$ cat config.mk
export PLATFORM = sky130hd
export DESIGN_NAME = access_control_param
export DESIGN_NICKNAME = d
export VERILOG_FILES = /design/src/rtl/access_control_param.sv
export SDC_FILE = /design/constraint.sdc
export NUM_CORES = 1
export LEC_CHECK = 0
export ABC_AREA = 1
export BUFFER_PORTS_ARGS = -buffer_cell sky130_fd_sc_hd__buf_2
export CELL_PAD_IN_SITES_DETAIL_PLACEMENT = 2
export CELL_PAD_IN_SITES_GLOBAL_PLACEMENT = 2
export CORE_MARGIN = 3
export CORE_UTILIZATION = 37
export DETAILED_ROUTE_END_ITERATION = 8
export PLACE_DENSITY_LB_ADDON = 0.05
export REMOVE_ABC_BUFFERS = 1
export SLEW_MARGIN = 20
export SYNTH_ARGS = -nofsm -noshare
export SYNTH_HDL_FRONTEND = slang
export SYNTH_SLANG_ARGS = --single-unit
$ cat constraint.sdc
create_clock -name clk -period 2.9 [get_ports clk]
set_input_delay 0.145 -clock clk [delete_from_list [all_inputs] [get_ports clk]]
set_output_delay 0.145 -clock clk [all_outputs]
set_load 0.05 [all_outputs]
$ cat src/rtl/access_control_param.sv
// access_control_param
// Password checker for the lock front end. A login selects a user, then one
// digit is collected per load strobe and compared against that user's stored
// code. Every digit is compared whether or not an earlier one already missed,
// so a denial takes the same time wherever the wrong digit was. Consecutive
// failures are counted, and the lock is forced into a timed lockout once the
// count reaches MAX_FAILS.
module access_control_param #(
   parameter int DIGIT_W        = 4,
   parameter int NUM_DIGITS     = 4,
   parameter int NUM_USERS      = 4,
   parameter logic [NUM_USERS*NUM_DIGITS*DIGIT_W-1:0] PASSWORDS = 64'h9999_0000_5440_1476,
   parameter int MAX_FAILS      = 3,
   parameter int LOCKOUT_CYCLES = 1000,
   parameter int ENTRY_TIMEOUT  = 5000,
   localparam int UID_W = (NUM_USERS > 1) ? $clog2(NUM_USERS) : 1,
   localparam int FC_W  = $clog2(MAX_FAILS + 1)
) (
   input  logic               clk,
   input  logic               rst,
   input  logic               req_login,
   input  logic               req_logout,
   input  logic [UID_W-1:0]   user_id,
   input  logic [DIGIT_W-1:0] digit_in,
   input  logic               digit_load,
   output logic [1:0]         status,
   output logic               granted,
   output logic               locked,
   output logic [FC_W-1:0]    fail_count
);

   localparam int IDX_W = (NUM_DIGITS > 1) ? $clog2(NUM_DIGITS) : 1;
   localparam int TO_W  = $clog2(ENTRY_TIMEOUT + 1);
   localparam int LK_W  = $clog2(LOCKOUT_CYCLES + 1);

   localparam logic [IDX_W-1:0] IDX_LAST = IDX_W'(NUM_DIGITS - 1);
   localparam logic [TO_W-1:0]  TO_LAST  = TO_W'(ENTRY_TIMEOUT - 1);
   localparam logic [LK_W-1:0]  LK_LAST  = LK_W'(LOCKOUT_CYCLES - 1);
   localparam logic [FC_W-1:0]  FC_MAX   = FC_W'(MAX_FAILS);

   localparam logic [2:0] S_IDLE    = 3'd0;
   localparam logic [2:0] S_COLLECT = 3'd1;
   localparam logic [2:0] S_CHECK   = 3'd2;
   localparam logic [2:0] S_GRANTED = 3'd3;
   localparam logic [2:0] S_DENIED  = 3'd4;
   localparam logic [2:0] S_LOCKED  = 3'd5;

   logic [2:0]         state;
   logic [UID_W-1:0]   user_q;
   logic [IDX_W-1:0]   idx_q;
   logic               mismatch_q;
   logic [TO_W-1:0]    to_cnt;
   logic [LK_W-1:0]    lock_cnt;
   logic [DIGIT_W-1:0] stored_digit;
   logic               uid_valid;

   logic [DIGIT_W-1:0] pw_table [NUM_USERS][NUM_DIGITS];

   // Unpack the flat password word into [user][digit]; digit 0 is the most
   // significant digit of each user's word, i.e. the first one typed.
   for (genvar u = 0; u < NUM_USERS; u++) begin : g_user
      for (genvar d = 0; d < NUM_DIGITS; d++) begin : g_digit
         assign pw_table[u][d] = PASSWORDS[(u*NUM_DIGITS + (NUM_DIGITS-1-d))*DIGIT_W +: DIGIT_W];
      end
   end

   // Look up the digit expected at the current position for the latched user.
   always_comb begin
      stored_digit = pw_table[user_q][idx_q];
      uid_valid    = (int'(user_id) < NUM_USERS);
   end

   // Main FSM together with its digit index, mismatch flag, timers and
   // failure counter. An invalid user is latched as user 0 with the mismatch
   // flag already set, so the attempt still runs the full digit count and
   // is then denied.
   always_ff @(posedge clk or posedge rst) begin
      if (rst) begin
         state      <= S_IDLE;
         user_q     <= '0;
         idx_q      <= '0;
         mismatch_q <= 1'b0;
         to_cnt     <= '0;
         lock_cnt   <= '0;
         fail_count <= '0;
      end else begin
         case (state)
            S_IDLE, S_DENIED: begin
               if (req_logout) begin
                  state <= S_IDLE;
               end else if (req_login) begin
                  state  <= S_COLLECT;
                  idx_q  <= '0;
                  to_cnt <= '0;
                  if (uid_valid) begin
                     user_q     <= user_id;
                     mismatch_q <= 1'b0;
                  end else begin
                     user_q     <= '0;
                     mismatch_q <= 1'b1;
                  end
               end
            end
            S_COLLECT: begin
               if (req_logout) begin
                  state <= S_IDLE;
               end else if (digit_load) begin
                  mismatch_q <= mismatch_q | (digit_in != stored_digit);
                  to_cnt     <= '0;
                  if (idx_q == IDX_LAST) begin
                     idx_q <= '0;
                     state <= S_CHECK;
                  end else begin
                     idx_q <= idx_q + 1'b1;
                  end
               end else if (to_cnt == TO_LAST) begin
                  mismatch_q <= 1'b1;
                  state      <= S_CHECK;
               end else begin
                  to_cnt <= to_cnt + 1'b1;
               end
            end
            S_CHECK: begin
               if (!mismatch_q) begin
                  state      <= S_GRANTED;
                  fail_count <= '0;
               end else if (int'(fail_count) + 1 == MAX_FAILS) begin
                  state      <= S_LOCKED;
                  fail_count <= FC_MAX;
                  lock_cnt   <= '0;
               end else begin
                  state      <= S_DENIED;
                  fail_count <= fail_count + 1'b1;
               end
            end
            S_GRANTED: begin
               if (req_logout) begin
                  state <= S_IDLE;
               end
            end
            S_LOCKED: begin
               if (lock_cnt == LK_LAST) begin
                  state      <= S_IDLE;
                  fail_count <= '0;
                  lock_cnt   <= '0;
               end else begin
                  lock_cnt <= lock_cnt + 1'b1;
               end
            end
            default: begin
               state <= S_IDLE;
            end
         endcase
      end
   end

   // Status outputs are decoded straight from the state register, so they
   // change only on a clock edge or on reset.
   always_comb begin
      status  = 2'b00;
      granted = 1'b0;
      locked  = 1'b0;
      case (state)
         S_COLLECT, S_CHECK: status = 2'b01;
         S_GRANTED: begin
            status  = 2'b10;
            granted = 1'b1;
         end
         S_DENIED:  status = 2'b11;
         S_LOCKED:  locked = 1'b1;
         default:   status = 2'b00;
      endcase
   end

endmodule

; ---- After elaboration in Yosys (flattened, before gate mapping)
; Cells that the tools add are included.
[word_totals]
register_bits = 33
latchBits = 0
mem_bits_rw = 0
mem_bits_ro = 0
inputBits = 11
output_inout_bits = 6
word_cells = 99
memories = 0
[op_classes]
n_addsub = 5
mul = 0
div = 0
n_lt_le_gt_ge = 2
n_eq_ne = 23
n_shift = 0
muxes = 46
n_bitwise = 4
n_reduce_logical = 12
[op_table]
columns = cell, count
row1 = 2-to-1 mux 13 bit, 5
row2 = binary-select mux 16 bit (select 2 bit), 1
row3 = 2-to-1 mux 16 bit, 2
row4 = 2-to-1 mux 10 bit, 3
row5 = 2-to-1 mux 3 bit, 9
row6 = one-hot mux 13 bit (2 select lines), 1
row7 = one-hot mux 10 bit (2 select lines), 1
row8 = AND reduction 5 bit, 4
row9 = 2-to-1 mux 2 bit, 8
row10 = != test 2 bit (second input constant), 8
row11 = one-hot mux 3 bit (5 select lines), 1
row12 = adder 13 x 1 -> 13 bit (second input constant), 1
row13 = == test 13 bit (second input constant), 1
row14 = adder 10 x 1 -> 10 bit (second input constant), 1
row15 = == test 10 bit (second input constant), 1
row16 = == test 3 x 2 -> 1 bit (second input constant), 3
row17 = != test 3 bit (second input constant), 3
row18 = binary-select mux 4 bit (select 2 bit), 1
row19 = 2-to-1 mux 1 bit, 8
row20 = 2-to-1 mux 4 bit, 2
row21 = != test 4 bit (second input constant), 2
row22 = one-hot mux 2 bit (2 select lines), 2
row23 = == test 3 bit (second input constant), 2
row24 = >= comparator 3 bit (second input constant), 2
row25 = 15 further kinds, 20

; ---- Logic depth before layout (Yosys ltp)
[logic_depth]
ltp_word = 12
ltp_mapped = 11
ltp_nobuf = 11

; ---- Worst setup path after synthesis
; OpenSTA, ideal clock, no wires.
[synth_path]
path_kind = register -> output
startpoint = register state[0]
endpoint = output status[1]
t_arrival_ns = 1.690
required_ns = 2.755
slack_ns = 1.065
path_stages_with_launch = 4
n_path_buf = 0
path_cell_list = dfrtp_1 > inv_2 > nand2_4 > o21ai_0
[synth_between]
elab_chain_cells = 3
word_cells_on_any_way = 6
classes_between = eq/ne: 4 / mux: 1 / reduce/logical: 1
[synth_rtl]
columns = item, line
row1 = from (decl), 48  ; logic [2:0] state;
row2 = from (signal assigned), 79  ; state <= S_IDLE;
row3 = from (signal assigned), 90  ; state <= S_IDLE;
row4 = from (signal assigned), 92  ; state <= S_COLLECT;
row5 = == test 3 x 2 -> 1 bit / == test 3 x 1 -> 1 bit (equally long branches), 163  ; case (state)
row6 = OR reduction 2 bit, 163
row7 = one-hot mux 2 bit (3 select lines) (*), 163
row8 = to (decl), 26  ; output logic [1:0] status,
; Mark *: on every way between the ends. The rest lies on a longest branch, timed or not.

; ---- Worst setup path after layout
[layout_path]
startpoint = register to_cnt[0]
endpoint = register to_cnt[8]
[layout_between]
elab_chain_cells = 5
word_cells_on_any_way = 8
classes_between = add/sub: 1 / eq/ne: 2 / mux: 4 / reduce/logical: 1
[layout_rtl]
columns = item, line
row1 = from (decl), 52  ; logic [TO_W-1:0] to_cnt;
row2 = from (signal assigned), 120  ; to_cnt <= to_cnt + 1'b1;
row3 = adder 13 x 1 -> 13 bit, 120
row4 = 2-to-1 mux 13 bit, 116  ; end else if (to_cnt == TO_LAST) begin
row5 = 2-to-1 mux 13 bit, 107  ; end else if (digit_load) begin
row6 = 2-to-1 mux 13 bit, 105  ; if (req_logout) begin
row7 = one-hot mux 13 bit (2 select lines), 87  ; case (state)
; Parallel ways exist; a longest one is shown, timed or not. The select of a mux whose other input is x is not followed.
; A chain may end at the register's enable or synchronous reset.

==> impl_metrics.toml <==
[placement]
io_buffer_count = 16
placed_cells = 414
place_hpwl_um = 5120
post-place-ws_ps = 1030
gp_congestion = 0.791
dpl_cell_area_um2 = 2420

[critical_path]
crit_family = "simple AND/OR/NAND/NOR gates"
max_stage_delay_ps = 440
crit_fanout = 14
crit_type = "reg2reg"
r2r_cells = 9
endpoint_kind = "register"
path_cells = "ha_1, nand2_1, nor2_1, nand3_1, nand2_1, nand2_4, inv_2, nand2_1, o21ai_1"
crit_required_ps = 3110
r2r-end = "to_cnt[8]"
crit_buf_inv = 1
arrival_ps = 2170
cp_slowest_cell = "dfrtp_1"
start_kind = "register"
cpMostUsedCell = "nand2_1"
reg2reg_slack_ps = 940
r2r-start = "to_cnt[0]"

[final_layout]
drive_gt1_share_pct = 11.1
num-nets-final = 367
finalNonFillerCells = 422
antenna_cells = 0
area_growth_pct = 12.5
fillers = 722
fin_area_um2 = 2550

[timing]
finalSetupViolCount = 0
clock.fmax_mhz = 511
layout_min_cycle_time_ps = 1960
slew_viol_final = 0
hold_ws_ps = 49.2
rsz0062_at_grt = "no"
period_share_pct = 67.5
tns_ps = 0
relSlewSlack_pct = 38.5
finalWorstSetupSlack_ps = 941
clock-skew-final_ps = 12.5
tightest_slew_ps = 921
final-hold-violation-count = 0

[yosys]
seq_area_frac_synth_pct = 36.4
synth_warnings = 0
synthArstFlopShare_pct = 100
netlist_area_um2 = 2270
synth_top_area_share_pct = 36.4
syn-instance-count = 328
synth_commonest_cells = "nand2_1 (92), inv_1 (43), nor2_1 (37), nand3_1 (36), dfrtp_1 (33)"
ys_ff_latch = 33
synth_area_per_cell_um2 = 6.92
synth_edf_count = 0
synth.most_common_cell = "nand2_1"
synth_area_leaders = "dfrtp_1 (36%), nand2_1 (15%), nand3_1 (7.9%)"
synth_cell_types = 26
synth_area_leader_cell = "dfrtp_1"
synth_flop_cell = "dfrtp_1"

[clock_network]
cts_buffers = 5
clk_latency_ps = 290
htreeDepth = 2
post_cts_resize_count = 0
postCtsSetupRepairBufs = 0
clkSinkCount = 33
path_clk_slew_ps = 80
cts-hold-fix-buffers = 0
cts_root_buffer = "clkbuf_8"
clockBufferDepth = 2
cts_tree = "done"

[power_and_ir_drop]
p_leak_uw = 0.00125
power_density_nw_per_um2 = 772
peakVddDrop_mv = 0.437

[floorplan]
initial_core_util_pct = 39.8
die_h_um = 84.3
core_area_um2 = 5710
die_w_um = 84.3
die-area_um2 = 7110
fp-row-count = 27
pin_count = 17

[global_routing]
gr-total-overflow = 0
grt_pass1_wl_um = 12100
grt_pass1_vias = 2408
grt_usage_pct = 21.1
antenna_found_initial = 0
grt_max_degree = 24

[drt]
wl_um = 6990
drcViolationCount = 0
dr.pass1.iters = 4
initialDrtViolationCount = 103
ant_nets = 0
num_vias = 2245
wl_per_cell_um = 16.6
vias_per_cell = 5.32

[job]
maxCapViolations = 0

[run_status]
status = "completed"

[worst_hold_path]
hold_path_class = "in2async"
## routing by layer
layer	vias up	global-route usage, %	routed length, um
li1	1105	-	-
met1	1101	27.0	3220
met2	31	37.7	3510
met3	8	2.75	187
met4	0	4.82	82
met5	-	0	0
## worst reg2reg max path, delay by kind of cell (launching register included)
family | cells | cell delay, ps
and+or+nand+nor | 6 | 810
DFF | 1 | 440
buffers and inverters | 1 | 230
adders and majority gates | 1 | 280
AOI/OAI and AO/OA | 1 | 110
## stage by stage
| step | utilization, % | total power (uW) |
|---|---|---|
| after floorplan | - | 1220 |
| after detailed placement | 42.4 | 1440 |
| after global routing | 44.7 | 2130 |
| after CTS | 44.7 | 1990 |
| after global placement | 42.4 | 1410 |
| final | 44.7 | 1970 |
## report_power, final
part / switching [uW] / leakage (uW) / internal [uW]
clock: 183 / 0.0000681 / 342
combinational: 573 / 0.000741 / 222
sequential: 107 / 0.000444 / 544
total: 864 / 0.00125 / 1110
## cells by family after synthesis
| kind of cell | synth area share, % |
|---|---|
| AO/OA/AOI/OAI | 9.81 |
| XOR/XNOR | 2.32 |
| adder cells (fa/ha/maj) | 3.86 |
| buffers and inverters | 9.21 |
| flip-flops | 36.4 |
| AND/OR/NAND/NOR | 38.4 |
## sequential cells by signal, summed over array words and instances (netlist names)
| register | count |
|---|---|
| user_q | 2 |
| state | 3 |
| lock_cnt | 10 |
| mismatch_q | 1 |
| idx_q | 2 |
| fail_count | 2 |
| to_cnt | 13 |
## cell usage in the layout, fill, tap and decap left out, types with 6 or more instances in the layout
cell / netlist / final
nand2_1: 92 / 92
inv_1: 43 / 43
nor2_1: 37 / 37
nand3_1: 36 / 36
dfrtp_1: 33 / 33
o21ai_0: 18 / 18
buf_2: 1 / 16
nand4_1: 12 / 12
a21oi_1: 11 / 11
ha_1: 7 / 7
nor3_1: 6 / 6
## how the worst max path moves through the flow
stage / startpoint / end / slack [ps] / depth (start not counted)
final: to_cnt[0] / to_cnt[8] / 940 / 9
after global routing: to_cnt[0] / to_cnt[8] / 720 / 9
after CTS: to_cnt[0] / to_cnt[8] / 930 / 9
after detailed placement: to_cnt[0] / to_cnt[8] / 1030 / 9
after global placement: to_cnt[0] / to_cnt[7] / 1190 / 9
after floorplan: state[0] / status[1] / 1070 / 3
## layout make-up
class | instances | area (um^2) | area share (%)
sequential | 33 | 826 | 32.3
timing repair buffer | 17 | 87.6 | 3.43
inverter | 48 | 181 | 7.10
clock inverter | 3 | 65.1 | 2.55
tap | 72 | 90.1 | 3.53
clock buffer | 5 | 68.8 | 2.69
multi-input combinational | 244 | 1230 | 48.4
(Power assumes the default switching activity.)
